File: src/rtl/nv_nvdla_pdp_core_unit1d_pipe_skid.sv
// Fully registered valid/ready pipe stage with a one-entry skid register.
// Upstream ready and downstream valid/data all come straight from flops.
module nv_nvdla_pdp_core_unit1d_pipe_skid #(
  parameter int unsigned WIDTH = 185
) (
  input  logic             nvdla_core_clk,
  input  logic             nvdla_core_rstn,
  input  logic             pipe_in_vld_d0,
  input  logic [WIDTH-1:0] pipe_in_pd_d0,
  output logic             pipe_in_rdy_d0,
  output logic             pipe_in_vld_d1,
  output logic [WIDTH-1:0] pipe_in_pd_d1,
  input  logic             pipe_in_rdy_d1
);

  // Encoding is {main_vld, skid_vld}; 2'b01 is never entered.
  typedef enum logic [1:0] {
    EMPTY = 2'b00,
    ONE   = 2'b10,
    FULL  = 2'b11
  } state_t;

  state_t           state, state_nxt;
  logic             main_vld, skid_vld;
  logic             rdy_q;
  logic [WIDTH-1:0] main_pd, skid_pd;
  logic             accept, send;
  logic             main_en, main_from_skid, skid_en;

  assign main_vld = state[1];
  assign skid_vld = state[0];
  assign accept   = pipe_in_vld_d0 && rdy_q;
  assign send     = main_vld && pipe_in_rdy_d1;

  always_comb begin
    state_nxt      = state;
    main_en        = 1'b0;
    main_from_skid = 1'b0;
    skid_en        = 1'b0;
    case (state)
      EMPTY: begin
        if (accept) begin
          main_en   = 1'b1;
          state_nxt = ONE;
        end
      end
      ONE: begin
        if (accept && send) begin
          main_en = 1'b1;
        end else if (accept) begin
          skid_en   = 1'b1;
          state_nxt = FULL;
        end else if (send) begin
          state_nxt = EMPTY;
        end
      end
      FULL: begin
        if (send) begin
          main_en        = 1'b1;
          main_from_skid = 1'b1;
          state_nxt      = ONE;
        end
      end
      default: state_nxt = EMPTY;
    endcase
  end

  // Ready is its own flop so the upstream ready path carries no logic.
  always_ff @(posedge nvdla_core_clk or negedge nvdla_core_rstn) begin
    if (!nvdla_core_rstn) begin
      state <= EMPTY;
      rdy_q <= 1'b1;
    end else begin
      state <= state_nxt;
      rdy_q <= (state_nxt != FULL);
    end
  end

  always_ff @(posedge nvdla_core_clk) begin
    if (main_en) begin
      main_pd <= main_from_skid ? skid_pd : pipe_in_pd_d0;
    end
    if (skid_en) begin
      skid_pd <= pipe_in_pd_d0;
    end
  end

  assign pipe_in_rdy_d0 = rdy_q;
  assign pipe_in_vld_d1 = main_vld;
  assign pipe_in_pd_d1  = main_pd;

endmodule

File: config.mk
export PLATFORM = sky130hd
export DESIGN_NAME = nv_nvdla_pdp_core_unit1d_pipe_skid
export DESIGN_NICKNAME = d
export VERILOG_FILES = /design/src/rtl/nv_nvdla_pdp_core_unit1d_pipe_skid.sv
export SDC_FILE = /design/constraint.sdc
export NUM_CORES = 1
export LEC_CHECK = 0
export ABC_AREA = 1
export BUFFER_PORTS_ARGS = -buffer_cell sky130_fd_sc_hd__buf_2
export CORE_MARGIN = 4
export CORE_UTILIZATION = 45
export CTS_BUF_LIST = sky130_fd_sc_hd__clkbuf_8
export DETAILED_ROUTE_END_ITERATION = 10
export GPL_ROUTABILITY_DRIVEN = 1
export PLACE_DENSITY = 0.73
export SYNTH_ARGS = -nofsm -noshare
export SYNTH_HDL_FRONTEND = slang
export SYNTH_SLANG_ARGS = --single-unit
File: constraint.sdc
create_clock -name nvdla_core_clk -period 13.2 [get_ports nvdla_core_clk]
set_input_delay 0.66 -clock nvdla_core_clk [delete_from_list [all_inputs] [get_ports nvdla_core_clk]]
set_output_delay 0.66 -clock nvdla_core_clk [all_outputs]
set_load 0.02 [all_outputs]
# Word level (Yosys, flattened, before mapping)
# Index checks and enable logic that the tools add are counted.
totals:
  reg_bits: 373
  input_bits: 189
  output_inout_bits: 187
  wordCells: 25
op_classes:
  eq_ne: 3
  muxes: 14
  n_reduce_logical: 4
op_table:
  columns: ["op", "n"]
  rows:
  - ["2-to-1 mux 185 bit", 1]
  - ["2-to-1 mux 2 bit", 5]
  - ["2-to-1 mux 1 bit", 6]
  - ["case mux 2 bit (3 select lines)", 1]
  - ["equality test 2 bit (second input constant)", 2]
  - ["logical AND 1 bit", 3]
  - ["case mux 1 bit (3 select lines)", 1]
  - ["logical NOT 2 bit", 1]
  - ["inequality test 2 bit (second input constant)", 1]

# Depth between registers and ports, before layout
depth:
  word_depth: 6
  mapped_depth: 6
  ltp_nobuf: 5

# Worst setup path after synthesis
# Ideal clock, no wire load.
synth_timing:
  path_type: "input-to-reg"
  start: "input pipe_in_rdy_d1"
  end: "register skid_pd[0] (enable)"
  setup_time_ns: 0.958
  arrival_ns: 13.271
  required_time_ns: 12.242
  slack_ns: -1.029
  cell_stages: 3
  path_buffers: 0
  cell_sequence: "inv_1 -> nand2_1 -> nor3_1"
synth_between:
  elab_chain_len: 4
synth_rtl:
  columns: ["item", "line", "source"]
  rows:
  - ["start: declaration", "13", "input logic pipe_in_rdy_d1"]
  - ["logical AND 1 bit", "33", "assign send = main_vld && pipe_in_rdy_d1;"]
  - ["logical AND 1 bit", "48", "if (accept && send) begin"]
  - ["2-to-1 mux 1 bit", "48", null]
  - ["2-to-1 mux 1 bit", "40", "case (state)"]
  - ["via skid_en", "28", "logic main_en, main_from_skid, skid_en;"]
  - ["end signal: assignment", "84", "skid_pd <= pipe_in_pd_d0;"]
  - ["end: declaration", "26", "logic [WIDTH-1:0] main_pd, skid_pd;"]
# The timed path passes the listed nets, and every way through them passes these cells.
# A chain may end at the register's enable or synchronous reset.

# Worst setup path after layout
layout_timing:
  start: "register rdy_q, in the netlist pipe_in_rdy_d0"
  end: "register skid_pd[178] (enable)"
layout_between:
  elab_chain_len: 4
  elab_cells_between_ends: 5
  classes_between: "mux: 3; reduce/logical: 2"
layout_rtl:
  columns: ["item", "line", "source"]
  rows:
  - ["start: declaration", "25", "logic rdy_q;"]
  - ["start signal: assignment", "75", "rdy_q <= (state_nxt != FULL);"]
  - ["logical AND 1 bit (*)", "32", "assign accept = pipe_in_vld_d0 && rdy_q;"]
  - ["2-to-1 mux 1 bit / logical AND 1 bit (equally long branches)", "50, 48", null]
  - ["2-to-1 mux 1 bit (*)", "48", null]
  - ["2-to-1 mux 1 bit (*)", "40", null]
  - ["via skid_en", "28", null]
# The timed path passes the listed nets; every way through them passes the cells marked *.

==> results.toml <==
[min_path]
holdCritPathClass = "primary input to flop"
hold_depth = 1
worstHoldStart = "pipe_in_pd_d0[15]"
hold_end = "skid_pd[15]"

[logic_synthesis]
syn_inst = 985
async_reset_ff_share_pct = 0.804
synth_area_per_cell_um2 = 13.8
synthesis.area_mm2 = 0.0136
synth_edf_count = 370
syn-num-nets = 1174
yosysSeqAreaShare_pct = 82.4
ys_ff_latch = 373
yosys_most_used_dff = "edfxtp_1"
ys.warnings.count = 0
ys_types = 13

[setup_path]
cp.arrival_ns = 3.56
path_delay_family = "buffers and inverters"
critPathSlowestCell = "buf_4"
crit_path_max_incr_delay_ns = 0.78
cp_num_buf_inv = 2
path_common_cell = "buf_4"
rrSetupSlack_ns = 9.84
cp-start-kind = "flop"
regToRegStartpoint = "pipe_in_rdy_d0"
cp.required_ns = 13.40
worst-path-stages = 4
cp_max_fo = 63
setup.worst_path.class = "flop to flop"
worstPathCellList = "nand2_1, nor3_4, buf_4, buf_4"
r2r-end = "skid_pd[178]"
end_kind = "flop"
reg2reg_depth = 4

[routing]
drt_pass1_iterations = 5
drt_iter0_markers = 609
final_antenna_net_count = 0
drc = 0
wirelength_mm = 30.5
dr_total_vias = 8603
routedWlPerCell_um = 16.7
via_per_inst = 4.71

[sta]
rsz0062_at_grt = "no"
tightest_slew_ns = 1.06
hold_ws_ns = 0.269
fmax_mhz = 297
setup_viol = 0
finalCriticalPeriod_ns = 3.36
fin_ws_ns = 9.84
hold_viol = 0
slew_headroom_pct = 29.3
clock_skew_ns = 0.0131
fin_tns_setup_ns = 0
fin_crit_sh_pct = 25.5
drv_slew = 0

[clocking]
insertion_delay_ns = 0.58
cts_root_buf = "clkbuf_8"
cts_tree = "built"
post_cts_buffers = 0
htree_levels = 2
clock_sinks = 373
cts_made_buffers = 58
clockBufferDepth = 3
path_clk_slew_ns = 0.06

[finish]
layout.nets = 1581
finalInstanceArea_mm2 = 0.0169
drive_gt1_share_pct = 31.9
register_area_mm2 = 0.0112
multi_input_area_mm2 = 0.00217
fill_cells = 2459
area_growth_pct = 24.3
final_util_pct = 56.8

[power_and_ir_drop]
p_leak_nw = 7.23
power.density_mw_per_mm2 = 159
ir_worst_vdd_mv = 0.128

[die]
die_area_mm2 = 0.0330
num_rows = 63
io_pins = 376
chipWidth_um = 182
die_y_um = 182
start_util_pct = 45.7
core_region_area_mm2 = 0.0297

[run_status]
status = "finished, final reports clean"

[placement]
place.gp.congestion = 0.830
port_buffers = 375
dp_hpwl_mm = 20.3
placed_cell_area_mm2 = 0.0158
dp_slack_ns = 9.42

[grt]
antenna_found_initial = 9
grt_overflow = 0
grt_max_degree = 99
grt_pass1_wl_mm = 46.2
grt_pass1_vias = 8548
track_usage_pct = 17.6

[run]
drv_cap = 0
worst max path at each step:
stage | from | end | slack [ns]
final | pipe_in_rdy_d0 | skid_pd[178] | 9.84
after global routing | pipe_in_rdy_d0 | skid_pd[110] | 9.56
after CTS | pipe_in_rdy_d0 | skid_pd[159] | 9.78
after detailed placement | pipe_in_rdy_d1 | skid_pd[159] | 9.42
after global placement | pipe_in_rdy_d1 | skid_pd[174] | 9.52
after floorplan | pipe_in_vld_d0 | pipe_in_pd_d1[0] | 3.90
cell type report:
| cell class | instances | share of cell area, % |
|---|---|---|
| Sequential cell | 373 | 66.2 |
| Multi-Input combinational cell | 567 | 12.8 |
| Timing Repair Buffer | 387 | 11.7 |
| Clock buffer | 58 | 4.73 |
| Tap cell | 390 | 2.89 |
| Clock inverter | 40 | 1.44 |
| Inverter | 5 | 0.111 |
| Antenna cell | 6 | 0.0889 |
power breakdown:
part | leakage, nW | internal (mW) | switching [mW] | total (mW)
registers | 3.49 | 1.44 | 0.0300 | 1.47
logic | 3.15 | 0.0924 | 0.241 | 0.333
clock network | 0.588 | 0.463 | 0.413 | 0.876
total | 7.23 | 2.00 | 0.684 | 2.68
metal layers:
layer,part of all wire (%),global-route usage (%),up-vias
met5,0.11,0,-
met4,3.4,7.18,6
li1,-,-,4151
met3,7.4,4.51,81
met1,39,21.8,4010
met2,51,29.7,355
synthesized netlist by cell type, types with 2 or more instances:
library cell,number,area share [%]
buf_2,20,0.74
buf_4,16,0.88
clkbuf_1,3,0.083
dfrtp_1,2,0.37
edfxtp_1,370,82
inv_1,5,0.14
nand2_1,563,16
cell families after synthesis:
logic type,after synthesis,synth area share (%)
buffers and inverters,45,1.93
AND/OR/NAND/NOR,567,15.7
flip-flops,373,82.4
placed cells by master, fill, tap and decap left out, types with 3 or more instances in the layout:
cell	count
nand2_1	563
buf_2	375
edfxtp_1	370
clkbuf_8	58
inv_1	23
clkinv_1	15
buf_4	11
diode_2	6
bufinv_16	3
what timing repair did:
item	4_1_cts	5_1_grt
setup endpoints to repair	0	0
hold buffers	1	0
endpoints found under the hold margin	2	0
gates resized for setup	0	0
per-stage QoR:
stage / cells / power (mW)
floorplan: 985 / 1.72
global placement: 1721 / 1.83
detailed placement: 1721 / 1.84
CTS: 1820 / 2.72
global route: 1826 / 2.81
finish: 1826 / 2.68
state kept, by name (all words and copies together) (netlist names):
| name | flops |
|---|---|
| pipe_in_pd_d1 | 185 |
| pipe_in_rdy_d0 | 1 |
| skid_pd | 185 |
| state | 2 |
No activity file was read; power rests on OpenSTA's default activity.
